--- src/rtl/mem_port_arbiter.sv ---
// mem_port_arbiter
//   Shares the single memory port between instruction fetch (IFU) and
//   load/store (LSU). Each transaction runs to completion or times out.
//   The response is then routed back to the requester that owns it.
//   Only one memory transaction is ever outstanding.
//
// Ports
//   clk, rst                      clock (rising edge), async active-high reset
//   ifu_req/ifu_addr              IFU read request, held until ifu_gnt
//   ifu_gnt                       IFU accepted this cycle (combinational)
//   ifu_rvalid/ifu_rdata/ifu_err  IFU response pulse, data, timeout flag
//   lsu_req/wen/addr/wdata/wmask  LSU request, held until lsu_gnt
//   lsu_gnt                       LSU accepted this cycle (combinational)
//   lsu_rvalid/lsu_rdata/lsu_err  LSU response pulse, data (0 on writes), timeout
//   mem_valid/wen/addr/wdata/wmask  memory request, fields latched at grant
//   mem_ready                     memory accepts the request
//   mem_rvalid/mem_rdata          memory response (read data or write ack)
module mem_port_arbiter #(
    parameter int unsigned ADDR_W   = 32,
    parameter int unsigned DATA_W   = 32,
    parameter int unsigned MASK_W   = 8,
    parameter int unsigned MAX_WAIT = 16
) (
    input  logic              clk,
    input  logic              rst,
    input  logic              ifu_req,
    input  logic [ADDR_W-1:0] ifu_addr,
    output logic              ifu_gnt,
    output logic              ifu_rvalid,
    output logic [DATA_W-1:0] ifu_rdata,
    output logic              ifu_err,
    input  logic              lsu_req,
    input  logic              lsu_wen,
    input  logic [ADDR_W-1:0] lsu_addr,
    input  logic [DATA_W-1:0] lsu_wdata,
    input  logic [MASK_W-1:0] lsu_wmask,
    output logic              lsu_gnt,
    output logic              lsu_rvalid,
    output logic [DATA_W-1:0] lsu_rdata,
    output logic              lsu_err,
    output logic              mem_valid,
    output logic              mem_wen,
    output logic [ADDR_W-1:0] mem_addr,
    output logic [DATA_W-1:0] mem_wdata,
    output logic [MASK_W-1:0] mem_wmask,
    input  logic              mem_ready,
    input  logic              mem_rvalid,
    input  logic [DATA_W-1:0] mem_rdata
);

    localparam logic [1:0] ST_IDLE  = 2'd0;
    localparam logic [1:0] ST_ISSUE = 2'd1;
    localparam logic [1:0] ST_WAIT  = 2'd2;

    localparam logic OWN_IFU = 1'b0;
    localparam logic OWN_LSU = 1'b1;

    localparam int unsigned           CNT_W    = (MAX_WAIT > 2) ? $clog2(MAX_WAIT) : 1;
    localparam logic [CNT_W-1:0]      CNT_LAST = CNT_W'(MAX_WAIT - 1);

    logic [1:0]        state;
    logic [CNT_W-1:0]  wait_cnt;
    logic              owner;
    logic              last;
    logic              wen_q;
    logic [ADDR_W-1:0] addr_q;
    logic [DATA_W-1:0] wdata_q;
    logic [MASK_W-1:0] wmask_q;

    logic idle;
    logic busy;
    logic done;
    logic timeout;

    always_comb begin
        idle = (state == ST_IDLE);
        busy = (state == ST_ISSUE) || (state == ST_WAIT);
        // Round robin only matters when both requesters are pending.
        ifu_gnt = idle && ifu_req && (!lsu_req || (last == OWN_LSU));
        lsu_gnt = idle && lsu_req && (!ifu_req || (last == OWN_IFU));
        done    = ((state == ST_ISSUE) && mem_ready && mem_rvalid) ||
                  ((state == ST_WAIT) && mem_rvalid);
        // Completion in the final counted cycle takes priority over timeout.
        timeout = busy && !done && (wait_cnt == CNT_LAST);
    end

    always_comb begin
        mem_valid = (state == ST_ISSUE);
        mem_wen   = mem_valid && wen_q;
        mem_addr  = addr_q;
        mem_wdata = wdata_q;
        mem_wmask = wmask_q;
    end

    always_ff @(posedge clk or posedge rst) begin
        if (rst) begin
            state      <= ST_IDLE;
            wait_cnt   <= '0;
            owner      <= OWN_IFU;
            last       <= OWN_LSU;
            wen_q      <= 1'b0;
            addr_q     <= '0;
            wdata_q    <= '0;
            wmask_q    <= '0;
            ifu_rvalid <= 1'b0;
            ifu_rdata  <= '0;
            ifu_err    <= 1'b0;
            lsu_rvalid <= 1'b0;
            lsu_rdata  <= '0;
            lsu_err    <= 1'b0;
        end else begin
            ifu_rvalid <= 1'b0;
            ifu_err    <= 1'b0;
            lsu_rvalid <= 1'b0;
            lsu_err    <= 1'b0;
            case (state)
                ST_IDLE: begin
                    if (lsu_gnt) begin
                        state    <= ST_ISSUE;
                        wait_cnt <= '0;
                        owner    <= OWN_LSU;
                        last     <= OWN_LSU;
                        wen_q    <= lsu_wen;
                        addr_q   <= lsu_addr;
                        wdata_q  <= lsu_wdata;
                        wmask_q  <= lsu_wen ? lsu_wmask : '0;
                    end else if (ifu_gnt) begin
                        state    <= ST_ISSUE;
                        wait_cnt <= '0;
                        owner    <= OWN_IFU;
                        last     <= OWN_IFU;
                        wen_q    <= 1'b0;
                        addr_q   <= ifu_addr;
                        wdata_q  <= '0;
                        wmask_q  <= '0;
                    end
                end
                ST_ISSUE, ST_WAIT: begin
                    if (done || timeout) begin
                        state <= ST_IDLE;
                        if (owner == OWN_LSU) begin
                            lsu_rvalid <= 1'b1;
                            lsu_err    <= timeout;
                            lsu_rdata  <= (done && !wen_q) ? mem_rdata : '0;
                        end else begin
                            ifu_rvalid <= 1'b1;
                            ifu_err    <= timeout;
                            ifu_rdata  <= done ? mem_rdata : '0;
                        end
                    end else begin
                        if ((state == ST_ISSUE) && mem_ready) begin
                            state <= ST_WAIT;
                        end
                        if (wait_cnt != CNT_LAST) begin
                            wait_cnt <= wait_cnt + 1'b1;
                        end
                    end
                end
                default: state <= ST_IDLE;
            endcase
        end
    end

endmodule

--- config.mk ---
export PLATFORM = sky130hd
export DESIGN_NAME = mem_port_arbiter
export DESIGN_NICKNAME = d
export VERILOG_FILES = /design/src/rtl/mem_port_arbiter.sv
export SDC_FILE = /design/constraint.sdc
export NUM_CORES = 1
export LEC_CHECK = 0
export CAP_MARGIN = 20
export CORE_AREA = 5 5 123 125
export DETAILED_ROUTE_END_ITERATION = 8
export DIE_AREA = 0 0 128 130
export HOLD_SLACK_MARGIN = 0.06
export PLACE_DENSITY_LB_ADDON = 0.1
export SLEW_MARGIN = 10
export SYNTH_ARGS = -nofsm -noshare
export SYNTH_HDL_FRONTEND = slang
export SYNTH_SLANG_ARGS = --single-unit
--- constraint.sdc ---
create_clock -name clk -period 12.56 [get_ports clk]
set_input_delay 2.512 -clock clk [delete_from_list [all_inputs] [get_ports clk]]
set_output_delay 2.512 -clock clk [all_outputs]
set_load 0.05 [all_outputs]
==> qor.csv <==
metric,value,unit
crit_path_start_kind,primary input,
min_path_cells,2,
vdd_drop_max,0.151,mV
rsz0062_at_grt,false,
timing.slew.headroom,33.2,%
worst_slew_pin_slew,1.00,ns
cts_setup_buffers,0,
yosys_warnings,0,
path_clk_slew,0.06,ns
ant_nets,0,
cp_data_required_time,10.05,ns
endpoint_kind,primary output,
r2r_end,ifu_rdata[7]$_DFFE_PP0P_,
synth_top_cell_area_share,61.6,%
grt_max_degree,108,
die_y,130,um
portBuffers,286,
cts_tree,built,
yosysSeqAreaShare,62.0,%
insertion_delay,0.40,ns
finalNetCount,932,
hold_viol_final,0,
reg2reg_slack,9.51,ns
diodes,0,
start_util,43.7,%
gp_congestion,0.804,
hold_path.class,reg -> reg,
syn_nets,662,
antenna_found_initial,0,
syn_avg_cell_area,11.7,um2
die_area,16600,um2
critical_path_class,in -> out,
via_count,5091,
cts_buffers,17,
outcome,"finished, final reports clean",
first_iter_violations,334,
critical_path_arrival,4.83,ns
syn-cell-area,6020,um2
rows,43,
synthToLayoutAreaGrowth,59.0,%
leakagePower,4.09,nW
hold_end,mem_addr[31]$_DFFE_PP0P_,
ys_types,33,
die_w,128,um
holdWs,0.474,ns
reg2reg_depth,5,
finalSetupViolCount,0,
syn-instance-count,513,
final_core_util,69.5,%
setup_tns,0,ns
async_flop_share,100,%
wirelength,18200,um
cts_hold_buf,0,
min_period_over_period,58.4,%
cp_max_fo,43,
post-route-min-period,7.34,ns
power_density,320,nW/um2
drtPass1Iterations,5,
wl_per_cell,18.7,um
track_usage,21.8,%
drc,0,
avgViaCountPerCell,5.22,
synth_edf_count,0,
hp-start,mem_addr[31]$_DFFE_PP0P_,
fin_skew,0.00492,ns
overflow,0,
drive_above_1_share,5.41,%
pin_count,287,
core_area,13800,um2
regToRegStartpoint,state[0]$_DFFE_PP0P_,
synth_seq_cells,149,
cap_violations,0,
dp_hpwl,13400,um
grt_pass1_vias,5366,
clock.fmax,136,MHz
post_cts_resized,0,
grt_pass1_wl,28400,um
synth.area.top_cells,"dfrtp_1, a22o_1, o21ai_0, mux2i_1, nand2_1",
htree_levels,4,
yosysTopAreaCell,dfrtp_1,
synth-main-ff-cell,dfrtp_1,
clock-sinks,149,
clock_tree.buffer_depth,2,
root_buffer,clkbuf_16,
maxSlewViolCount,0,
==> per-layer routing <==
metal	vias to the layer above	wire length [um]	track usage, %
met5	-	0	0
met2	226	9150	36.8
met1	2454	6890	25.4
met3	20	1780	7.94
li1	2391	-	-
met4	0	403	8.93
==> worst max path at each step <==
stage	start	end	slack, ns	cells past startpoint
3_3_place_gp	lsu_req	lsu_gnt	5.31	5
4_1_cts	lsu_req	lsu_gnt	5.23	5
3_5_place_dp	lsu_req	lsu_gnt	5.24	5
5_1_grt	lsu_req	lsu_gnt	5.16	5
6_report	lsu_req	lsu_gnt	5.22	5
2_1_floorplan	rst	ifu_err$_DFF_PP0_	6.04	1
==> worst max-delay path: stages <==
cell and delay [ns]:
clkdlybuf4s50_1 0.61, nand2_1 0.14, a21oi_4 0.12, buf_4 0.48
clkdlybuf4s50_1 0.93
==> state kept, by name, summed over array words and instances (netlist names), 2 cells and up <==
register and cells:
ifu_rdata 32, lsu_rdata 32, mem_addr 32, mem_wdata 32, mem_wmask 8, state 2, wait_cnt 4
==> stage by stage <==
stage               std cells  setup slack (ns)  instance area (um2)  power (W)
global route              975              5.16                 9570    0.00321
floorplan                 513              6.04                 6020    0.00196
global placement          944              5.31                 8980    0.00254
CTS                       975              5.23                 9570    0.00310
finish                    975              5.22                 9570    0.00306
detailed placement        944              5.24                 8980    0.00258
==> placed cells by master (no fill, tap or decap), types with 2 or more instances in the layout <==
cell type / instances
and2_1: 2
inv_1: 8
o21ai_1: 7
clkinvlp_4: 2
clkinv_2: 5
clkbuf_16: 17
buf_4: 7
bufinv_16: 3
a31oi_1: 2
or3_1: 2
mux2i_1: 32
o211ai_1: 3
clkbuf_8: 2
a32o_1: 8
a21o_1: 3
o21ai_0: 90
nor3b_1: 2
nand2_1: 70
a21oi_1: 4
o311ai_1: 2
nor3_1: 2
clkbuf_1: 2
clkdlybuf4s50_1: 286
ha_1: 6
nand4_1: 2
dfrtp_1: 148
a22o_1: 65
==> cell type report <==
cell class	count	area, um2
fillers	1052	4210
flip-flops and latches	149	3730
repair buffers	293	2920
multi-input cells	313	2070
clock buffers	21	460
well taps	180	225
clock inverters	10	130
inverters	9	38.8
==> synth_stat cells, drive strengths merged, types with 3 or more instances <==
| cell | n |
|---|---|
| mux2i | 32 |
| o21ai | 98 |
| dfrtp | 148 |
| nand2 | 70 |
| a21o | 3 |
| ha | 6 |
| clkbuf | 18 |
| o211ai | 3 |
| a22o | 65 |
| inv | 9 |
| buf | 24 |
| a21oi | 5 |
| a32o | 8 |
==> power breakdown <==
group / internal, W / leakage (nW) / switching, W
Clock: 0.000320 / 0.288 / 0.000187
Combinational: 0.000578 / 1.86 / 0.00115
Sequential: 0.000702 / 1.94 / 0.000130
==> cells by family after synthesis <==
group	Yosys count	synth area share [%]
muxes	33	5.51
adders and majority gates	6	1.25
and+or+nand+nor	86	6.34
DFF	149	62.0
AOI/OAI and AO/OA	188	20.8
buffers and inverters	51	4.06
Note: power is estimated with default switching activity, not from simulation.
